$ cat config.mk
export PLATFORM = sky130hd
export DESIGN_NAME = bus_scheduler
export DESIGN_NICKNAME = d
export VERILOG_FILES = /design/src/rtl/bus_scheduler.sv
export SDC_FILE = /design/constraint.sdc
export NUM_CORES = 1
export LEC_CHECK = 0
export BUFFER_PORTS_ARGS = -buffer_cell sky130_fd_sc_hd__buf_2
export CAP_MARGIN = 20
export CELL_PAD_IN_SITES_DETAIL_PLACEMENT = 1
export CELL_PAD_IN_SITES_GLOBAL_PLACEMENT = 1
export CORE_UTILIZATION = 39
export DETAILED_ROUTE_END_ITERATION = 7
export PLACE_DENSITY_LB_ADDON = 0.1
export SLEW_MARGIN = 20
export SYNTH_ARGS = -nofsm -noshare
export SYNTH_HDL_FRONTEND = slang
export SYNTH_SLANG_ARGS = --single-unit
$ cat constraint.sdc
create_clock -name clk -period 3.2 [get_ports clk]
set_clock_uncertainty 0.15 [all_clocks]
set_input_delay 0.48 -clock clk [delete_from_list [all_inputs] [get_ports clk]]
set_output_delay 0.48 -clock clk [all_outputs]
set_load 0.03 [all_outputs]
$ cat src/rtl/bus_scheduler.sv
// rtl/bus_scheduler.sv - round-robin bus arbiter with split-transaction parking
// Optional watchdog enabled by defining BUS_SCHED_TIMEOUT_EN.
module bus_scheduler #(
    parameter int TIMEOUT_CYCLES = 64
) (
    input  logic       clk,
    input  logic       rst,
    input  logic       req_i_1,
    input  logic       req_i_2,
    input  logic       req_split,
    input  logic       split_start,
    input  logic       split_done,
    output logic       grant_i_1,
    output logic       grant_i_2,
    output logic       grant_split,
    output logic [1:0] sel,
    output logic [1:0] split_owner,
    output logic       busy,
    output logic       timeout
);

    typedef enum logic [1:0] {IDLE, GNT1, GNT2, GNTS} state_t;

    localparam logic [1:0] OWN_NONE = 2'b00;
    localparam logic [1:0] OWN_I1   = 2'b01;
    localparam logic [1:0] OWN_I2   = 2'b10;

    if (TIMEOUT_CYCLES < 2 || TIMEOUT_CYCLES > 1023) begin : g_bad_timeout
        $error("TIMEOUT_CYCLES must be within 2..1023");
    end

    state_t     state, state_n;
    logic [1:0] owner_n;
    logic       last_i2, last_i2_n;
    logic       req1_m, req2_m;

    // A parked initiator may not win arbitration until its split completes.
    assign req1_m = req_i_1 && (split_owner != OWN_I1);
    assign req2_m = req_i_2 && (split_owner != OWN_I2);

`ifdef BUS_SCHED_TIMEOUT_EN
    localparam logic [9:0] WD_LIMIT = 10'(TIMEOUT_CYCLES - 1);
    logic [9:0] wd_cnt, wd_cnt_n;
    logic       timeout_n;
`endif

    always_comb begin
        state_n   = state;
        owner_n   = split_owner;
        last_i2_n = last_i2;
        unique case (state)
            IDLE: begin
                if (split_owner != OWN_NONE && req_split) begin
                    state_n = GNTS;
                end else if (req1_m && (!req2_m || last_i2)) begin
                    state_n   = GNT1;
                    last_i2_n = 1'b0;
                end else if (req2_m) begin
                    state_n   = GNT2;
                    last_i2_n = 1'b1;
                end
            end
            GNT1: begin
                if (split_start && split_owner == OWN_NONE) begin
                    state_n = IDLE;
                    owner_n = OWN_I1;
                end else if (!req_i_1) begin
                    state_n = IDLE;
                end
            end
            GNT2: begin
                if (split_start && split_owner == OWN_NONE) begin
                    state_n = IDLE;
                    owner_n = OWN_I2;
                end else if (!req_i_2) begin
                    state_n = IDLE;
                end
            end
            GNTS: begin
                if (split_done) begin
                    state_n = IDLE;
                    owner_n = OWN_NONE;
                end else if (!req_split) begin
                    state_n = IDLE;
                end
            end
            default: state_n = IDLE;
        endcase
`ifdef BUS_SCHED_TIMEOUT_EN
        // Expiry only matters when the grant would otherwise be held.
        timeout_n = (state != IDLE) && (state_n == state) && (wd_cnt == WD_LIMIT);
        if (timeout_n) begin
            state_n = IDLE;
            if (state == GNTS) begin
                owner_n = OWN_NONE;
            end
        end
        wd_cnt_n = (state == IDLE || state_n != state) ? 10'd0 : wd_cnt + 10'd1;
`endif
    end

    always_ff @(posedge clk) begin
        if (rst) begin
            state       <= IDLE;
            split_owner <= OWN_NONE;
            last_i2     <= 1'b1;
            grant_i_1   <= 1'b0;
            grant_i_2   <= 1'b0;
            grant_split <= 1'b0;
            sel         <= 2'b11;
            busy        <= 1'b0;
        end else begin
            state       <= state_n;
            split_owner <= owner_n;
            last_i2     <= last_i2_n;
            grant_i_1   <= (state_n == GNT1);
            grant_i_2   <= (state_n == GNT2);
            grant_split <= (state_n == GNTS);
            busy        <= (state_n != IDLE);
            unique case (state_n)
                GNT1:    sel <= 2'b00;
                GNT2:    sel <= 2'b01;
                GNTS:    sel <= 2'b10;
                default: sel <= 2'b11;
            endcase
        end
    end

`ifdef BUS_SCHED_TIMEOUT_EN
    always_ff @(posedge clk) begin
        if (rst) begin
            wd_cnt  <= 10'd0;
            timeout <= 1'b0;
        end else begin
            wd_cnt  <= wd_cnt_n;
            timeout <= timeout_n;
        end
    end
`else
    assign timeout = 1'b0;
`endif

endmodule

==> flow_summary.ini <==
[final_layout]
area_growth_pct = 14.3
n_antenna_cell = 0
final_cells = 99
fill_cells = 179
layout.nets = 97
layout_commonest_cell = buf_2
drive_gt1_share_pct = 29.8
final_cell_mix = buf_2, dfxtp_1, nor2_1

[critical_path]
critPathCaptureType = flop
cp_data_arrival_time_ns = 2.07
crit_chain = nor2_1, o31ai_1, a21oi_2, and2_1, ha_1, or3_1
cp_max_fo = 10
ff2ff_setup_slack_ns = 1.12
start_kind = flop
required_ns = 3.20
crit_buf_inv = 0
crit_start = split_owner[0]
slowest_stage = dfxtp_1
reg2reg_from = split_owner[0]
crit_family = simple AND/OR/NAND/NOR gates
r2r_end = sel[0]
crit_type = reg2reg
max_stage_delay_ns = 0.54
reg2reg_depth = 6

[floorplan]
initial_utilization_pct = 44.3
fp-row-count = 13
die_h_um = 41.6
pin_count = 16
coreArea_um2 = 1380
die_area_um2 = 1730
fp.dieW_um = 41.6

[synth]
ys_ff_latch = 11
syn_inst = 70
syn-num-nets = 82
yosysUniqueCellTypes = 30
ys.warnings.count = 0
mappedNetlistArea_um2 = 612
avgSynthCellArea_um2 = 8.74
ys_seq_area_share_pct = 36.0

[global_route]
grt_max_degree = 12
grt_usage_pct = 15.5
grt-ovfl-total = 0
grt_pass1_vias = 499
antenna_found_initial = 0
grt_first_pass_wirelength_um = 2100

[clock_network]
cts_tree = done
ctsHoldBuffers = 0
cts_buffers = 3
ctsHtreeMaxLevel = 1
cts_buffer_depth = 2
cts_resized = 0
clkLatencyLatePin_ns = 0.26
cts.sinks = 11
cts_setup_buffers = 0
root_buffer = clkbuf_4
path_clk_slew_ns = 0.07

[status]
outcome = finished clean

[timing]
fin_crit_ns = 2.08
finalSetupTns_ns = 0
setup_viol_count_final = 0
fmaxAchievable_ghz = 0.482
finalHoldViolCount = 0
rsz0062_at_grt = false
whs_ns = 0.366
period_share_pct = 64.9
drv_slew = 0

[placement]
place.gp.congestion = 0.735
portBuffers = 14
dp.cells = 95
dp_hpwl_um = 962

[pwr]
p_leak_nw = 0.329
ir_drop_mv = 0.509
p_per_area_nw_per_um2 = 1180

[route]
viasPerCell = 5.23
ant_nets = 0
drc = 0
firstDrtPassIters = 4
via_count = 518
drt_wl_total_um = 1230
avgRoutedWirePerCell_um = 12.4
drt_iter0_markers = 11

[worst_hold_path]
holdPathEnd = busy
worst_hold_path.num_cells = 2
hold_path.class = in2reg
hold_start = rst

[flow_run]
cap_violations = 0
-- worst register-to-register path, stage by stage (launching register included) --
cell	delay, ns
dfxtp_1	0.54
nor2_1	0.12
o31ai_1	0.32
a21oi_2	0.12
and2_1	0.18
ha_1	0.19
or3_1	0.35
-- per-layer routing --
metal  GRT usage, %  wire (um)  vias to the layer above
li1               -          -                      263
met1           17.6        577                      236
met2           27.5        570                       17
met3           3.91         62                        2
met4           5.81         17                        0
met5              0          0                        -
-- cell families (layout without fill, tap and decap cells) --
logic type      after synthesis  after routing  synth area share, %
simple gates                 30             30                 26.6
compound gates               14             14                 16.8
flops                        11             11                 36.0
buf+inv                       7             21                 6.34
fa+ha+maj                     6              6                 12.1
other cells                   1              1                0.613
mux                           1              1                 1.64
-- worst max-delay path by stage --
| stage | endpoint | cells after the start |
|---|---|---|
| floorplan | sel[0] | 6 |
| global placement | sel[0] | 7 |
| detailed placement | sel[0] | 7 |
| CTS | sel[0] | 6 |
| global route | sel[0] | 6 |
| finish | sel[0] | 6 |
-- layout make-up --
type | instances | area, um2 | area share [%]
multi-input cells | 52 | 353 | 50.4
flip-flops and latches | 11 | 220 | 31.5
repair buffers | 14 | 70.1 | 10.0
clock buffers | 4 | 26.3 | 3.76
well taps | 15 | 18.8 | 2.68
inverters | 3 | 11.3 | 1.61
-- per-stage QoR --
| step | cell area, um2 | power, mW | worst slack, ns | utilization [%] |
|---|---|---|---|---|
| 2_1_floorplan | 612 | 0.639 | 1.15 | - |
| 3_3_place_gp | 673 | 0.728 | 1.08 | 48.7 |
| 3_5_place_dp | 673 | 0.743 | 1.09 | 48.7 |
| 4_1_cts | 699 | 0.838 | 1.12 | 50.6 |
| 5_1_grt | 699 | 0.904 | 1.01 | 50.6 |
| 6_report | 699 | 0.825 | 1.12 | 50.6 |
-- synthesized netlist by cell type (all sizes together) --
| cell type | instances | area share [%] |
|---|---|---|
| dfxtp | 11 | 36 |
| nor3 | 3 | 3.3 |
| and2 | 1 | 1.0 |
| nor2b | 4 | 4.1 |
| o21ai | 1 | 0.82 |
| inv | 3 | 1.8 |
| or2 | 1 | 1.0 |
| nor3b | 2 | 4.1 |
| nor2 | 10 | 6.1 |
| nand3b | 1 | 1.2 |
| nand2 | 6 | 3.7 |
| o211a | 1 | 1.6 |
| a211oi | 1 | 2.0 |
| a21oi | 7 | 7.0 |
| nand2b | 1 | 1.0 |
| o211ai | 1 | 1.2 |
| o31ai | 1 | 1.2 |
| a2bb2oi | 2 | 2.9 |
| or3 | 1 | 1.0 |
| conb | 1 | 0.61 |
| buf | 3 | 3.9 |
| maj3 | 1 | 1.8 |
| mux2i | 1 | 1.6 |
| ha | 5 | 10 |
| clkbuf | 1 | 0.61 |
-- flip-flops by register name, summed over array words and instances (netlist names) --
name,flops
state,2
last_i2,1
split_owner,2
grant_split,1
grant_i_2,1
busy,1
sel,2
grant_i_1,1
-- power breakdown --
part	internal [mW]	switching, mW
clock	0.0481	0.0458
combinational	0.183	0.282
sequential	0.198	0.0686
total	0.429	0.396
No activity file was read; power rests on OpenSTA's default activity.
